[src/rtl/uart_pkg.sv]
// rtl/uart_pkg.sv - shared UART definitions for the TX path and the RX parity checker
//   uart_state_e    : 3-bit TX FSM encoding (IDLE, START, DATA, PARITY, STOP)
//   PAR_EVEN/PAR_ODD: parity type codes shared by TX and RX
//   parity_of()     : parity bit from a word's reduction XOR and the parity type
package uart_pkg;

  typedef enum logic [2:0] {
    IDLE   = 3'd0,
    START  = 3'd1,
    DATA   = 3'd2,
    PARITY = 3'd3,
    STOP   = 3'd4
  } uart_state_e;

  localparam logic PAR_EVEN = 1'b0;
  localparam logic PAR_ODD  = 1'b1;

  // Even parity makes the total count of ones even, so it equals the XOR of
  // the data; odd parity is its complement.
  function automatic logic parity_of(input logic data_xor, input logic par_typ);
    return data_xor ^ (par_typ == PAR_ODD);
  endfunction

endpackage

[src/rtl/uart_tx_if.sv]
// rtl/uart_tx_if.sv - system-side bundle of the UART transmitter
//   P_DATA     : word to transmit
//   Data_Valid : transmit request
//   PAR_EN     : insert parity bit
//   PAR_TYP    : 0 even, 1 odd
//   TX_OUT     : serial line, idles high
//   Busy       : frame on the line
//   master     : system side, slave : uart_tx
interface uart_tx_if #(
  parameter int DATA_WIDTH = 8
) ();

  logic [DATA_WIDTH-1:0] P_DATA;
  logic                  Data_Valid;
  logic                  PAR_EN;
  logic                  PAR_TYP;
  logic                  TX_OUT;
  logic                  Busy;

  modport master (
    output P_DATA, Data_Valid, PAR_EN, PAR_TYP,
    input  TX_OUT, Busy
  );

  modport slave (
    input  P_DATA, Data_Valid, PAR_EN, PAR_TYP,
    output TX_OUT, Busy
  );

endinterface

[src/rtl/uart_tx_serializer.sv]
// rtl/uart_tx_serializer.sv - data latch, shift register and bit counter of the UART transmitter
//   CLK, RST : clock, synchronous active-low reset
//   load     : latch data_in, clear counter
//   shift    : a data bit is being launched this edge, expose the next one
//   advance  : move the bit counter to the next data bit
//   data_in  : word to latch
//   word     : latched word (parity source)
//   bit_out  : data bit to launch on the next shift
//   last_bit : the bit currently on the line is the final data bit
module uart_tx_serializer #(
  parameter int DATA_WIDTH = 8
) (
  input  logic                  CLK,
  input  logic                  RST,
  input  logic                  load,
  input  logic                  shift,
  input  logic                  advance,
  input  logic [DATA_WIDTH-1:0] data_in,
  output logic [DATA_WIDTH-1:0] word,
  output logic                  bit_out,
  output logic                  last_bit
);

  localparam int CW = (DATA_WIDTH > 1) ? $clog2(DATA_WIDTH) : 1;

  logic [DATA_WIDTH-1:0] shreg;
  logic [CW-1:0]         cnt;

  always_ff @(posedge CLK) begin
    if (!RST) begin
      word  <= '0;
      shreg <= '0;
      cnt   <= '0;
    end else if (load) begin
      word  <= data_in;
      shreg <= data_in;
      cnt   <= '0;
    end else begin
      if (shift)   shreg <= shreg >> 1;
      if (advance) cnt   <= cnt + 1'b1;
    end
  end

  // bit_out is consumed on the same edge that shifts it away.
  assign bit_out  = shreg[0];
  assign last_bit = (cnt == CW'(DATA_WIDTH - 1));

endmodule

[src/rtl/uart_tx.sv]
// rtl/uart_tx.sv - UART transmitter: start bit, data LSB first, optional parity, stop bit
//   CLK : bit clock, one UART bit per cycle
//   RST : synchronous active-low reset
//   bus : uart_tx_if.slave (P_DATA, Data_Valid, PAR_EN, PAR_TYP in; TX_OUT, Busy out)
//   UART_TX_PARITY_EN : when defined, builds the PARITY state and parity logic
module uart_tx
  import uart_pkg::*;
#(
  parameter int DATA_WIDTH = 8
) (
  input  logic      CLK,
  input  logic      RST,
  uart_tx_if.slave  bus
);

  uart_state_e           state, next_state;
  logic                  tx_next, busy_next;
  logic                  load, shift, advance;
  logic                  bit_out, last_bit;
  logic [DATA_WIDTH-1:0] word_q;

  uart_tx_serializer #(.DATA_WIDTH(DATA_WIDTH)) u_ser (
    .CLK      (CLK),
    .RST      (RST),
    .load     (load),
    .shift    (shift),
    .advance  (advance),
    .data_in  (bus.P_DATA),
    .word     (word_q),
    .bit_out  (bit_out),
    .last_bit (last_bit)
  );

`ifdef UART_TX_PARITY_EN
  logic par_en_q, par_typ_q, par_bit;

  // Parity options are frozen with the word so mid-frame changes are harmless.
  always_ff @(posedge CLK) begin
    if (!RST) begin
      par_en_q  <= 1'b0;
      par_typ_q <= PAR_EVEN;
    end else if (load) begin
      par_en_q  <= bus.PAR_EN;
      par_typ_q <= bus.PAR_TYP;
    end
  end

  assign par_bit = parity_of(^word_q, par_typ_q);
`else
  logic unused_par_cfg;
  assign unused_par_cfg = ^{bus.PAR_EN, bus.PAR_TYP, word_q};
`endif

  always_ff @(posedge CLK) begin
    if (!RST) begin
      state      <= IDLE;
      bus.TX_OUT <= 1'b1;
      bus.Busy   <= 1'b0;
    end else begin
      state      <= next_state;
      bus.TX_OUT <= tx_next;
      bus.Busy   <= busy_next;
    end
  end

  // Outputs are registered, so tx_next/busy_next describe the state being
  // entered, not the current one.
  always_comb begin
    next_state = state;
    tx_next    = 1'b1;
    busy_next  = 1'b1;
    load       = 1'b0;
    shift      = 1'b0;
    advance    = 1'b0;
    case (state)
      IDLE: begin
        busy_next = 1'b0;
        if (bus.Data_Valid) begin
          load       = 1'b1;
          next_state = START;
          tx_next    = 1'b0;
          busy_next  = 1'b1;
        end
      end
      START: begin
        next_state = DATA;
        shift      = 1'b1;
        tx_next    = bit_out;
      end
      DATA: begin
        if (last_bit) begin
`ifdef UART_TX_PARITY_EN
          if (par_en_q) begin
            next_state = PARITY;
            tx_next    = par_bit;
          end else begin
            next_state = STOP;
          end
`else
          next_state = STOP;
`endif
        end else begin
          shift   = 1'b1;
          advance = 1'b1;
          tx_next = bit_out;
        end
      end
`ifdef UART_TX_PARITY_EN
      PARITY: next_state = STOP;
`endif
      STOP: begin
        next_state = IDLE;
        busy_next  = 1'b0;
      end
      default: begin
        next_state = IDLE;
        busy_next  = 1'b0;
      end
    endcase
  end

endmodule

[src/flat_wrapper.sv]
// flat-port wrapper written by rule: the top's interface ports become plain ports
module uart_tx_flat import uart_pkg::*;
#(
  parameter int DATA_WIDTH = 8
)
  (CLK, RST, bus_P_DATA, bus_Data_Valid, bus_PAR_EN, bus_PAR_TYP, bus_TX_OUT, bus_Busy);
  uart_tx_if #(.DATA_WIDTH(DATA_WIDTH)) bus_i ();
  input  logic CLK;
  input  logic RST;
  input wire logic [$bits(bus_i.P_DATA)-1:0] bus_P_DATA;
  input wire logic [$bits(bus_i.Data_Valid)-1:0] bus_Data_Valid;
  input wire logic [$bits(bus_i.PAR_EN)-1:0] bus_PAR_EN;
  input wire logic [$bits(bus_i.PAR_TYP)-1:0] bus_PAR_TYP;
  output wire logic [$bits(bus_i.TX_OUT)-1:0] bus_TX_OUT;
  output wire logic [$bits(bus_i.Busy)-1:0] bus_Busy;
  assign bus_i.P_DATA = bus_P_DATA;
  assign bus_i.Data_Valid = bus_Data_Valid;
  assign bus_i.PAR_EN = bus_PAR_EN;
  assign bus_i.PAR_TYP = bus_PAR_TYP;
  assign bus_TX_OUT = bus_i.TX_OUT;
  assign bus_Busy = bus_i.Busy;
  uart_tx #(.DATA_WIDTH(DATA_WIDTH)) u_core (.CLK(CLK), .RST(RST), .bus(bus_i));
endmodule
[config.mk]
export PLATFORM = sky130hd
export DESIGN_NAME = uart_tx_flat
export DESIGN_NICKNAME = d
export VERILOG_FILES = /design/src/rtl/uart_pkg.sv /design/src/rtl/uart_tx_if.sv /design/src/rtl/uart_tx_serializer.sv /design/src/rtl/uart_tx.sv /design/src/flat_wrapper.sv
export SDC_FILE = /design/constraint.sdc
export NUM_CORES = 1
export LEC_CHECK = 0
export ABC_AREA = 1
export CORE_MARGIN = 3
export CORE_UTILIZATION = 45
export CTS_BUF_LIST = sky130_fd_sc_hd__clkbuf_4
export DETAILED_ROUTE_END_ITERATION = 8
export PLACE_DENSITY = 0.65
export SLEW_MARGIN = 20
export SYNTH_ARGS = -nofsm -noshare
export SYNTH_HDL_FRONTEND = slang
export SYNTH_HIERARCHICAL = 1
export SYNTH_SLANG_ARGS = --single-unit
[constraint.sdc]
create_clock -name CLK -period 2.8 [get_ports CLK]
set_input_delay 0.56 -clock CLK [delete_from_list [all_inputs] [get_ports CLK]]
set_output_delay 0.56 -clock CLK [all_outputs]
set_load 0.02 [all_outputs]
==> results.toml, run 1 <==
[floorplan]
io_pins = 15
die_y_um = 47.66
start_util = 0.4952
core_mm2 = 0.001577
dieArea_mm2 = 0.002271
die_w_um = 47.66
fp-row-count = 14

[setup_path]
critPathSlowestCell = "clkdlybuf4s50_1"
ff2ff_setup_slack_ns = 1.17
worstSetupPathType = "reg2out"
required_ns = 2.24
worstReg2RegEnd = "u_core/u_ser/shreg[6]"
worst-path-buf-inv = 1
start_kind = "register"
critPathArrivalTime_ns = 1.18
cp_max_fo = 1
end_kind = "output port"
max_stage_delay_ns = 0.59
cp_cell_sequence = "clkdlybuf4s50_1"
critPathTopFamily = "buffers and inverters"
reg2reg_from = "u_core/u_ser/cnt[0]"
reg2reg_depth = 10

[detailed_routing]
wl_per_cell_um = 9.810
drtIter0Drc = 9
vias = 674
final_antenna_net_count = 0
drt_wl_total_um = 1344
vias_per_cell = 4.920
dr.pass1.iters = 4
route.detailed.drc = 0

[sta]
finalMaxSlewViolations = 0
fin_crit_ns = 1.738
fin_crit_sh = 0.6208
rsz0062_at_grt = "no"
whs_ns = 0.4684
setup_viol = 0
relSlewSlack = 0.6794
fmax_ghz = 0.5753
finalClockSkew_ns = 0.003906
hold_viol_final = 0
worstMarginPinSlew_ns = 0.4795
setup_tns_ns = 0

[place]
port_buffers = 12
gp_congestion = 0.8097
dp_hpwl_um = 992

[min_path]
hold_path_depth = 2
hp-class = "reg2reg"
min_from = "u_core/u_ser/cnt[2]"
hold_end = "u_core/u_ser/cnt[2]"

[clock_tree]
cts_setup_buffers = 0
clk_latency_ns = 0.27
htreeDepth = 1
path_clk_slew_ns = 0.09
cts_made_buffers = 3
cts_root_buffer = "clkbuf_4"
cts_hold_buf = 0
cts_resized = 0
clock_tree.buffer_depth = 2
cts_tree = "yes"
clock_sinks = 16

[pwr]
ir_drop_mv = 0.3546
p_leak_nw = 0.4628
power.density_mw_per_mm2 = 503.7

[grt]
grt_pass1_wl_um = 2159
grt_max_degree = 15
grt_pass1_vias = 556
grt-ovfl-total = 0
grt_use_total = 0.1385
antenna_found_initial = 0

[finish]
nets = 138
drive_above_1_share = 0.08264
fillers = 156
final_cell_mix = "nand2_1 (37), nand3_1 (19), dfxtp_1 (16)"
mostFrequentLayoutCell = "nand2_1"
areaGrowthSynthToFinish_pct = 16.99
diodes = 0

[synthesis]
synth_fp_nets = 124
synth_warnings = 6
postSynthCellCount = 109
syn_area_per_cell_um2 = 7.163
synth_area_um2 = 780.7

[run_status]
status = "complete, no violations"

[run]
maxCapViolCount = 0
layer usage:
metal | vias to the layer above | routed length [µm] | track usage
met3 | 2 | 69 | 0.04511
met2 | 17 | 581 | 0.2166
met1 | 293 | 676 | 0.1655
li1 | 362 | - | -
met5 | - | 0 | 0
met4 | 0 | 16 | 0.08065
registers in the layout, indices dropped and copies added (netlist names):
name / cells
u_core/state: 3
u_core/bus.TX_OUT: 1
u_core/bus.Busy: 1
u_core/u_ser/cnt: 3
u_core/u_ser/shreg: 8
final cells by class:
cell class                 count  area (µm²)  area share
tap                           16       20.02     0.02192
inverter                      15       56.30     0.06164
clock buffer                   3       22.52     0.02466
multi-input combinational     74       366.6      0.4014
sequential                    16       320.3      0.3507
timing repair buffer          13       127.6      0.1397
how the worst max path moves through the flow:
stage / slack [ns] / to / depth (start not counted) / from
after floorplan: 1.42 / u_core/u_ser/shreg[3] / 11 / u_core/u_ser/cnt[0]
after global placement: 0.87 / u_core/u_ser/shreg[3] / 9 / bus_Data_Valid
after detailed placement: 0.84 / u_core/u_ser/shreg[6] / 9 / bus_Data_Valid
after CTS: 1.05 / bus_Busy / 1 / u_core/bus.Busy
after global routing: 1.01 / u_core/u_ser/shreg[4] / 10 / u_core/u_ser/cnt[0]
final: 1.06 / bus_TX_OUT / 1 / u_core/bus.TX_OUT
report_power, final:
part	internal, mW	leakage, nW	switching (mW)	total (mW)
Sequential	0.242	0.131	0.00807	0.250
Clock	0.0498	0.0138	0.0661	0.116
Combinational	0.0405	0.318	0.0535	0.0941
Total	0.332	0.463	0.128	0.460
through the flow:
stage	instances	area [µm²]	total power, mW	worst slack (ns)	utilization
3_5_place_dp	134	890.9	0.3497	0.8415	0.5651
3_3_place_gp	134	890.9	0.3488	0.8661	0.5651
5_1_grt	137	913.4	0.4843	1.009	0.5794
4_1_cts	137	913.4	0.4642	1.047	0.5794
2_1_floorplan	109	780.7	0.3236	1.422	-
6_report	137	913.4	0.4600	1.062	0.5794
worst register-to-register path: stages, from the launching register on:
cell and delay [ns]:
dfxtp_1 0.33, ha_1 0.20, ha_1 0.19, inv_1 0.05, nand3_1 0.11, nand2_1 0.34
nor2_8 0.08, nand2_1 0.07, nand3_1 0.06, nand2_1 0.06, inv_1 0.05
No activity file was read; power rests on OpenSTA's default activity.
==> run 2, diff against run 1 <==
==> constraint.sdc (replaced) <==
create_clock -name CLK -period 1.8 [get_ports CLK]
set_input_delay 0.36 -clock CLK [delete_from_list [all_inputs] [get_ports CLK]]
set_output_delay 0.36 -clock CLK [all_outputs]
set_load 0.02 [all_outputs]
==> run 2 against run 1 <==
  * Wire length is 1.5% higher
  * Highest routed layer unchanged
  * Clock-buffer cell count stayed put
  * Critical path depth is 9 higher
==> results.toml, run 2 (synthesized netlist as in run 1, its figures left out) <==
[clock_tree]
clk_latency_ns = 0.28
cts_resized = 0
cts_made_buffers = 3
clock_tree.buffer_depth = 2
clock_sinks = 16
path_clk_slew_ns = 0.09
cts_tree = "yes"
htreeDepth = 1
cts_setup_buffers = 0
cts_hold_buf = 0
cts_root_buffer = "clkbuf_4"

[sta]
setup_viol = 0
finalClockSkew_ns = 0.001003
worstMarginPinSlew_ns = 0.3976
fin_crit_ns = 1.622
fmax_ghz = 0.6167
relSlewSlack = 0.7343
finalMaxSlewViolations = 0
setup_tns_ns = 0
fin_crit_sh = 0.9009
whs_ns = 0.4671
rsz0062_at_grt = "no"
hold_viol_final = 0

[setup_path]
end_kind = "register"
path_common_cell = "nand2_1"
cp_max_fo = 8
worstSetupPathType = "reg2reg"
required_ns = 1.98
critPathArrivalTime_ns = 1.81
max_stage_delay_ns = 0.34
start_kind = "register"
critPathSlowestCell = "nand2_1"
cp_cell_sequence = "ha_1 > ha_1 > inv_1 > nand3_1 > nand2_1 > nor2_8 > nand2_1 > nand3_1 > nand2_1 > inv_1"

[place]
placed_cell_area_um2 = 905.9
port_buffers = 12
dp_hpwl_um = 1048
gp_congestion = 0.8015

[pwr]
power.density_mw_per_mm2 = 775.9
p_total_mw = 0.7204
p_leak_nw = 0.4726
ir_drop_mv = 0.5260

[finish]
fillers = 148
areaGrowthSynthToFinish_pct = 18.91
mostFrequentLayoutCell = "nand2_1"
largest-register = "u_core/u_ser/shreg"
drive_above_1_share = 0.09756
top_regs = "u_core/u_ser/shreg x8, u_core/state x3, u_core/u_ser/cnt x3"
final_cell_mix = "nand2_1 (37), nand3_1 (19), dfxtp_1 (16)"
nets = 140
largest_reg_flops = 8
diodes = 0
design_area_um2 = 928.4

[grt]
grt_pass1_wl_um = 2256
grt_max_degree = 9
antenna_found_initial = 0
grt-ovfl-total = 0
grt_use_total = 0.1461
grt_pass1_vias = 531

[detailed_routing]
vias_per_cell = 4.799
final_antenna_net_count = 0
route.detailed.drc = 0
drtIter0Drc = 8
vias = 667
drt_wl_total_um = 1364
wl_per_cell_um = 9.813
dr.pass1.iters = 4

[floorplan]
fp-row-count = 14
die_y_um = 47.66
die_w_um = 47.66
start_util = 0.4952
core_mm2 = 0.001577
io_pins = 15
dieArea_mm2 = 0.002271

[run_status]
status = "complete, no violations"

[min_path]
hp-class = "reg2reg"

[run]
maxCapViolCount = 0
-- run 2: layout make-up --
cell class / instances / area [µm²] / area share
Multi-Input combinational cell: 74 / 366.6 / 0.3949
Sequential cell: 16 / 320.3 / 0.3450
Timing Repair Buffer: 15 / 142.6 / 0.1536
Inverter: 15 / 56.30 / 0.06065
Clock buffer: 3 / 22.52 / 0.02426
Tap cell: 16 / 20.02 / 0.02156
-- run 2: path summary, 6_finish.rpt --
path                       startpoint                    end  slack [ns]  cells after the start
setup reg to reg  u_core/u_ser/cnt[0]  u_core/u_ser/shreg[6]        0.18                     10
setup / recovery  u_core/u_ser/cnt[0]  u_core/u_ser/shreg[6]        0.18                     10
hold reg to reg   u_core/u_ser/cnt[1]    u_core/u_ser/cnt[1]        0.47                      2
hold / removal    u_core/u_ser/cnt[1]    u_core/u_ser/cnt[1]        0.47                      2
-- run 2: stage by stage --
| step | cells | utilization | setup slack [ns] |
|---|---|---|---|
| 6_report | 139 | 0.5889 | 0.1784 |
| 5_1_grt | 139 | 0.5889 | 0.02718 |
| 4_1_cts | 139 | 0.5889 | 0.1641 |
| 3_5_place_dp | 136 | 0.5746 | 0.1866 |
| 3_3_place_gp | 136 | 0.5746 | 0.1963 |
| 2_1_floorplan | 109 | - | 0.4218 |
-- run 2: worst max-delay path, delay by kind of cell (launching register included) --
family / cells / cell delay (ns)
and+or+nand+nor: 6 / 0.71
buffers and inverters: 2 / 0.09
adders and majority gates: 2 / 0.39
DFF: 1 / 0.33
-- run 2: layer usage --
metal | share of wire | GRT usage
met2 | 0.42 | 0.2086
met4 | 0.012 | 0.04839
met1 | 0.50 | 0.1950
met3 | 0.059 | 0.06767
met5 | 0 | 0
-- run 2: where the power goes --
group | switching, mW | total, mW | internal, mW | leakage (nW)
sequential | 0.0129 | 0.389 | 0.376 | 0.131
combinational | 0.0836 | 0.151 | 0.0672 | 0.328
clock | 0.103 | 0.180 | 0.0775 | 0.0138
==> run 3, diff against run 2 <==
--- a/config.mk
+++ b/config.mk
@@ -6,13 +6,12 @@
 export NUM_CORES = 1
 export LEC_CHECK = 0
 export ABC_AREA = 1
-export CORE_MARGIN = 3
-export CORE_UTILIZATION = 45
+export CORE_MARGIN = 1.5
+export CORE_UTILIZATION = 40
 export CTS_BUF_LIST = sky130_fd_sc_hd__clkbuf_4
 export DETAILED_ROUTE_END_ITERATION = 8
-export PLACE_DENSITY = 0.65
+export PLACE_DENSITY = 0.61
 export SLEW_MARGIN = 20
 export SYNTH_ARGS = -nofsm -noshare
 export SYNTH_HDL_FRONTEND = slang
-export SYNTH_HIERARCHICAL = 1
 export SYNTH_SLANG_ARGS = --single-unit
==> run 3 against run 2 <==
  * Fmax increased by 4.3%
  * Clock skew increased by 0.012 ns
  * Critical path type is now reg2out
  * Clock power increased by 6%
  * Sequential power increased by 4%
  * Worst setup slack improved by 0.067 ns
==> results.toml, run 3 <==
[setup_path]
required_ns = 1.44
max_stage_delay_ns = 0.59
worstReg2RegEnd = "u_core.u_ser.shreg[6]"
start_kind = "register"
worstSetupStartpoint = "u_core.bus.TX_OUT"
critPathArrivalTime_ns = 1.19
reg2reg_depth = 9
cp_cell_sequence = "clkdlybuf4s50_1"
reg2reg_from = "u_core.u_ser.cnt[0]"
worst-path-buf-inv = 1
path_depth = 1
cp_max_fo = 1
critPathSlowestCell = "clkdlybuf4s50_1"
worstSetupPathType = "reg2out"
crit_end = "bus_TX_OUT"
end_kind = "output port"
critPathTopFamily = "buffers and inverters"
ff2ff_setup_slack_ns = 0.30

[synthesis]
synth-edff-count = 0
netlist.area_leader.share = 0.4051
synth_fp_nets = 129
async_flop_share = 0
ys_types = 16
synth_top_area_cell = "dfxtp_1"
syn_area_per_cell_um2 = 6.936
synthMostInstantiatedCell = "nand2_1"
yosys-top-cells-count = "nand2_1 (30), nor2_1 (18), dfxtp_1 (16), inv_1 (11), nand3_1 (11)"
synth_area_um2 = 790.8
yosys_register_bits = 16
synth-main-ff-cell = "dfxtp_1"
postSynthCellCount = 114
synthTopCellsByArea = "dfxtp_1 (41%), nand2_1 (14%), nor2_1 (8.5%)"
synth_warnings = 0
ys_seq_area_frac = 0.4051

[grt]
antenna_found_initial = 0
grt_max_degree = 13
grt-ovfl-total = 0
grt_pass1_vias = 633
grt_pass1_wl_um = 2753
grt_use_total = 0.1764

[sta]
worstMarginPinSlew_ns = 0.2838
fmax_ghz = 0.6431
fin_crit_sh = 0.8638
fin_ws_ns = 0.2451
whs_ns = 0.4677
finalMaxSlewViolations = 0
finalClockSkew_ns = 0.01273
hold_viol_final = 0
rsz0062_at_grt = "no"
relSlewSlack = 0.8099
setup_tns_ns = 0
setup_viol = 0
fin_crit_ns = 1.555

[finish]
utilization = 0.5579
fillers = 178
final_cell_mix = "nand2_1 (30), nor2_1 (18), dfxtp_1 (16)"
largest-register = "u_core.u_ser.shreg"
diodes = 0
largest_reg_flops = 8
drive_above_1_share = 0.1136
mostFrequentLayoutCell = "nand2_1"
top_regs = "u_core.u_ser.shreg x8, u_core.state x3, u_core.u_ser.cnt x3"
areaGrowthSynthToFinish_pct = 25.79
nets = 148

[clock_tree]
htreeDepth = 1
clock_sinks = 16
clk_latency_ns = 0.29
cts_made_buffers = 3
cts_hold_buf = 0
path_clk_slew_ns = 0.10
cts_root_buffer = "clkbuf_4"
cts_tree = "yes"
clock_tree.buffer_depth = 2
cts_setup_buffers = 0
cts_resized = 0

[floorplan]
core_mm2 = 0.001783
io_pins = 15
die_w_um = 47.46
start_util = 0.4435
dieArea_mm2 = 0.002252
fp-row-count = 15
die_y_um = 47.46

[run_status]
status = "complete, no violations"

[detailed_routing]
wl_per_cell_um = 10.71
vias = 738
drt_wl_total_um = 1682
final_antenna_net_count = 0
route.detailed.drc = 0
dr.pass1.iters = 4
drtIter0Drc = 6
vias_per_cell = 4.701

[pwr]
intPower_mw = 0.5549
seqPwrFrac = 0.509
power.switching_mw = 0.2386
power.density_mw_per_mm2 = 797.7
p_sw_frac = 0.3007
p_clk_frac = 0.241
ir_drop_mv = 0.5335
combPwrFrac = 0.250
p_leak_nw = 0.4634

[run]
maxCapViolCount = 0

[min_path]
hp-class = "reg2reg"

[place]
port_buffers = 12
gp_congestion = 0.7818
dp_slack_ns = 0.1695
dp_hpwl_um = 1219
[run 3: changes by cell type in the layout (fill, tap and decap cells not counted), moves of 3 or more]
| cell | before | now |
|---|---|---|
| buf_4 | 3 | 6 |
| nand3_1 | 19 | 11 |
| nor2_1 | 5 | 18 |
| nand4_1 | 0 | 10 |
| inv_1 | 14 | 11 |
| nand2_1 | 37 | 30 |
[run 3: metrics by stage]
| stage | power, mW | std cells | cell area, µm² |
|---|---|---|---|
| final | 0.7935 | 157 | 994.7 |
| after floorplan | 0.5393 | 114 | 790.8 |
| after global placement | 0.6066 | 153 | 968.4 |
| after global routing | 0.8469 | 157 | 994.7 |
| after CTS | 0.8068 | 157 | 994.7 |
| after detailed placement | 0.6109 | 153 | 968.4 |
[run 3: cell families (layout without fill, tap and decap cells)]
logic type | Yosys count | after routing | synth area share
AOI/OAI and AO/OA | 5 | 5 | 0.03481
adders and majority gates | 2 | 2 | 0.03164
buffers and inverters | 17 | 35 | 0.08544
DFF | 16 | 16 | 0.4051
and+or+nand+nor | 74 | 74 | 0.4430
[run 3: layout make-up]
| class | instances | area, µm² | share of cell area |
|---|---|---|---|
| Clock buffer | 3 | 22.52 | 0.02264 |
| Clock inverter | 1 | 3.754 | 0.003774 |
| Inverter | 13 | 48.80 | 0.04906 |
| Multi-Input combinational cell | 81 | 402.9 | 0.4050 |
| Sequential cell | 16 | 320.3 | 0.3220 |
| Tap cell | 25 | 31.28 | 0.03145 |
| Timing Repair Buffer | 18 | 165.2 | 0.1660 |
[run 3: per-layer routing]
| metal | up-vias | share of wire | GRT usage | wire [µm] |
|---|---|---|---|---|
| li1 | 402 | - | - | - |
| met1 | 318 | 0.51 | 0.2338 | 855 |
| met2 | 16 | 0.45 | 0.2757 | 752 |
| met3 | 2 | 0.037 | 0.05660 | 62 |
| met4 | 0 | 0.0071 | 0.05000 | 12 |
| met5 | - | 0 | 0 | 0 |
[run 3: power groups by stage]
stage	clock, mW	combinational, mW	sequential [mW]
global route	0.214	0.225	0.408
global placement	0	0.196	0.410
floorplan	0	0.125	0.414
CTS	0.203	0.201	0.404
detailed placement	0	0.199	0.411
finish	0.191	0.199	0.404
[run 3: worst min path at each step]
stage	from	end	slack [ns]	depth (start not counted)
after floorplan	u_core.u_ser.shreg[7]	u_core.u_ser.shreg[7]	0.44	2
after global placement	u_core.u_ser.cnt[2]	u_core.u_ser.cnt[2]	0.45	2
after detailed placement	u_core.u_ser.cnt[1]	u_core.u_ser.cnt[1]	0.46	2
after CTS	u_core.u_ser.cnt[1]	u_core.u_ser.cnt[1]	0.47	2
after global routing	u_core.u_ser.shreg[7]	u_core.u_ser.shreg[7]	0.50	2
final	u_core.u_ser.shreg[7]	u_core.u_ser.shreg[7]	0.47	2
==> RTL change 1, RTL diff (flow settings as in run 3) <==
Re-encode `uart_state_e` (5 states) as Gray code, 3 bits wide.
--- a/src/rtl/uart_pkg.sv
+++ b/src/rtl/uart_pkg.sv
@@ -7,7 +7,7 @@
   typedef enum logic [2:0] {
-    IDLE   = 3'd0,
-    START  = 3'd1,
-    DATA   = 3'd2,
-    PARITY = 3'd3,
-    STOP   = 3'd4
+    IDLE   = 3'b000,
+    START  = 3'b001,
+    DATA   = 3'b011,
+    PARITY = 3'b010,
+    STOP   = 3'b110
   } uart_state_e;
Check against the original RTL: no difference found for any inputs over 10 cycles, from zero or initial values and one cycle with RST low; not proved beyond that.
==> RTL change 1 against run 3 <==
- via count rose by 3.9%
- global-route usage fell by 2.0 points
- synthesized area rose by 9.5%
- final area rose by 4.5%
- routed wire length rose by 1.1%
- sequential cell count did not move
- sequential share of layout area fell by 1.4 points
- sequential power fell by 3%
- worst setup slack got worse by 0.015 ns
- maximum frequency fell by 0.95%
- total power barely moved
- largest cell class unchanged
- largest power group unchanged
==> RTL change 1: results (changes against run 3) <==
* Status: finished, final reports clean
* Share of cells above drive strength 1 at 11.76% (+0.40 points)
* Peak supply drop at 0.4364 mV (-18%)
* Hold_ws at 0.4752 ns (+0.007549 ns)
* Post-CTS Setup Bufs at 0 (unchanged)
* Global-route wire length before repair at 2.884 mm (+4.8%)
* Nets at 152 (+2.7%)
* Clk_lat worst skew at 0.29 ns (about the same)
* Max clock buf depth at 2 (unchanged)
* Routed len/inst at 10.43 µm (-2.7%)
* Leak at 0.4978 nW (+7.4%)
* Post-DP HPWL at 1.218 mm (about the same)
* Crit Path Max Fanout at 10 (+9)
* Seq/Total Area, Yosys at 36.99% (-3.5 points)
* Placed Instances at 159 (+3.9%)
* Largest net degree at the start of global routing at 19 (+6)
* IO buf count at 12 (unchanged)
* Root Buffer: clkbuf_4
* Max stage delay on crit path at 0.34 ns (-0.25 ns)
* Hold/Removal Path Class: register to register
* Reg clk slew, reported paths at ~0.090 ns
* DR iter-0 viols at 9 (+3)
* Synthesized Nets at 136 (+5.4%)
* Vias in the first global route at 673 (+6.3%)
* Dominant cells by area after synthesis: dfxtp_1 37%, nand2_1 13%, inv_1 8.2%
* Synth top cells by count: 30 x nand2_1, 19 x inv_1, 16 x dfxtp_1
* Filler cell count in the final layout at 216 (+21%)
* Final core occ at 51.94% (-3.9 points)
* Initial antenna violation count at 0 (unchanged)
* DR pass1 iterations at 4 (unchanged)
* Synth cell types at 17 (+1)
* Share of flip-flops with an asynchronous set or reset at 0% (unchanged)
* Largest regs: u_core.u_ser.shreg: 8 flops, u_core.state: 3 flops, u_core.u_ser.cnt: 3 flops
* Setup Skew at 0.003981 ns (-0.008744 ns)
* Placed Instance Area at 1013 µm² (+4.7%)
* Gpl congestion at 0.7644 (-2.2%)
* Htree depth at 1 (unchanged)
* Gr usage total at 15.62% (-2.0 points)
* Syn_area_per_cell at 7.156 µm² (+3.2%)
* Highest clock rate at 637.0 MHz (-0.95%)
* Overall routed net length at 1.700 mm (+1.1%)
* Inserted Clock Buffers at 3 (unchanged)
* Cell family with most CP delay: simple AND/OR/NAND/NOR gates
* Critical Path AT at 1.81 ns (+0.62 ns)
* Vias per cell at 4.706 (+0.10%)
* Ant diodes at 0 (unchanged)
* Worst-Margin Slew at 0.4154 ns (+0.1316 ns)
* Slew Limit Fails at 0 (unchanged)
* R2R Setup Slk at 0.23 ns (-0.07 ns)
* Crit-path slowest cell: dfxtp_1
* Synth warnings at 0 (unchanged)
* Post-cts resize count at 0 (unchanged)
## RTL change 1: area by class of cell
type / count / area share [%]
Timing Repair Buffer: 14 / 13.00
Inverter: 20 / 7.220
Clock buffer: 3 / 2.166
Tap cell: 27 / 3.249
Sequential cell: 16 / 30.81
Multi-Input combinational cell: 82 / 43.20
Clock inverter: 1 / 0.3610
## RTL change 1: worst register-to-register path: stages (launching register included)
cell,delay (ns)
dfxtp_1,0.34
ha_1,0.20
ha_1,0.21
nand2_1,0.33
nand2_4,0.19
nand3_1,0.12
nand2_1,0.05
nor2_1,0.09
## RTL change 1: per-layer routing
metal	track usage [%]	share of wire, %	up-vias
li1	-	-	418
met1	19.85	50	329
met2	25.11	44	18
met3	3.636	4.1	2
met4	6.944	1.4	0
met5	0	0	-
## RTL change 1: final timing paths
check                            from  cells after the start                     to
setup / recovery  u_core.u_ser.cnt[0]                      7  u_core.u_ser.shreg[0]
hold / removal    u_core.u_ser.cnt[1]                      2    u_core.u_ser.cnt[1]
setup reg to reg  u_core.u_ser.cnt[0]                      7  u_core.u_ser.shreg[0]
hold reg to reg   u_core.u_ser.cnt[1]                      2    u_core.u_ser.cnt[1]
## RTL change 1: cell families (layout without fill, tap and decap cells)
kind of cell | count (synthesis) | in the layout | synth area share (%)
fa+ha+maj | 2 | 2 | 2.890
flops | 16 | 16 | 36.99
buf+inv | 23 | 38 | 11.13
compound gates | 8 | 8 | 4.624
simple gates | 72 | 72 | 44.37
## RTL change 1: power breakdown
group | total [mW] | leakage [nW] | internal (mW) | switching (mW)
combinational | 0.198 | 0.351 | 0.0838 | 0.114
sequential | 0.392 | 0.132 | 0.382 | 0.0101
clock | 0.203 | 0.0154 | 0.0808 | 0.122
total | 0.793 | 0.498 | 0.546 | 0.247
==> RTL change 2, RTL diff (flow settings as in run 3) <==
Without the edit above. The option `UART_TX_PARITY_EN` is turned on by a define.
--- a/src/rtl/uart_tx.sv
+++ b/src/rtl/uart_tx.sv
@@ -5,2 +5,4 @@
 //   UART_TX_PARITY_EN : when defined, builds the PARITY state and parity logic
+`define UART_TX_PARITY_EN
+
 module uart_tx
Function: same outputs for any inputs over 10 cycles, from zero or initial values and one cycle with RST low; that may be too few to reach the edited logic, so the function may still have changed.
==> RTL change 2 against run 3 <==
- routed wire length is 52% higher
- sequential cell count is 10 higher
- combinational power grew to 2.8 times the old value
- synthesized area is 59% higher
- final area is 48% higher
- critical endpoint is now bus_Busy
- first-iteration DRC count grew to 7.7 times the old value
- die area is 55% higher
- hold slack better by 0.016 ns
- largest cell class unchanged
- maximum frequency is 2.9% lower
- critical path type unchanged
- utilization is 7.3 points lower
- sequential share of layout area is 3.2 points higher
- worst setup slack worse by 0.047 ns
- total power is 100% higher
- via count is 49% higher
==> RTL change 2: results (changes against run 3) <==
* Post-DP HPWL at 2.022 mm (+66%)
* Reg2Reg Depth at 7 (-2)
* Fin crit period at 1.602 ns (+0.04715 ns)
* Hold Path Sink: u_core.u_ser.shreg[1]
* Synth top cells by count: 55 x nand2_1, 26 x dfxtp_1, 19 x inv_1
* Status: finished, final reports clean
* Seq Cell Count at 26 (+10)
* Share of cells above drive strength 1 at 10.16% (-1.2 points)
* DR vias at 1,101 (+49%)
* R2R Setup Slk at 0.37 ns (+0.07 ns)
* Gr usage total at 16.85% (-0.79 points)
* Gpl congestion at 0.7771 (-0.60%)
* Clk pwr share at 15.8% (-8.3 points)
* Filler cell count in the final layout at 324 (+82%)
* Setup Skew at 0.003828 ns (-0.008897 ns)
* Critical Path AT at 1.24 ns (+0.05 ns)
* IO buf count at 14 (+2)
* Reg-to-reg endpoint: u_core.u_ser.shreg[3]
* DR iter-0 viols at 46 (+40)
* Vias in the first global route at 1,011 (+60%)
* Yosys top cell area share at 41.27% (+0.76 points)
* Placed Instance Area at 1443 µm² (+49%)
* Clk_lat worst skew at 0.32 ns (+0.03 ns)
* Placed Instances at 227 (+48%)
* Largest net degree at the start of global routing at 15 (+2)
* Cell-internal power at 0.9931 mW (+79%)
* Synthesized Nets at 185 (+43%)
* Critical Path End: bus_Busy
* Layout area overhead at 16.47%
* Synth cell types at 29 (+13)
* Post-synthesis xor/xnor area fraction at 2.083% (+2.1 points)
* Leak at 0.6287 nW (+36%)
* Setup WS pre-CTS at 0.1157 ns (-0.05379 ns)
* Peak supply drop at 0.4634 mV (-13%)
* Dominant cells by area after synthesis: dfxtp_1 41%, nand2_1 16%, inv_1 5.7%
* Multi-input combinational area share at 42.59% (+2.1 points)
* Buffers, non-clock at 17 (-1)
* Reg clk slew, reported paths at 0.14 ns (+0.04 ns)
* Worst-Margin Slew at 0.3130 ns (+0.02917 ns)
* Largest regs: u_core.u_ser.shreg: 8 flops, u_core.u_ser.word: 8 flops
-- RTL change 2: changes by cell type after synthesis, sizes merged, moves of 2 or more --
cell,change
nor3,+3
dfxtp,+10
o21ai,+10
nor2,-10
xnor2,+2
nand4,-10
o22ai,+6
inv,+8
nand2,+27
nand3,-6
a21oi,+6
a31oi,+7
-- RTL change 2: worst min-delay path: stages, from the launching register on --
cell	delay, ns
dfxtp_1	0.33
nand2_1	0.05
a31oi_1	0.07
-- RTL change 2: routing by layer --
metal  GRT usage [%]  vias up  wire (µm)
li1                -      586          -
met1           20.90      495       1191
met2           29.05       16       1239
met3           3.930        4         85
met4           4.870        0         35
met5               0        -          0
-- RTL change 2: logic make-up after synthesis --
logic type,Yosys count
flops,26
buf+inv,25
simple gates,78
fa+ha+maj,2
compound gates,36
xor+xnor,3
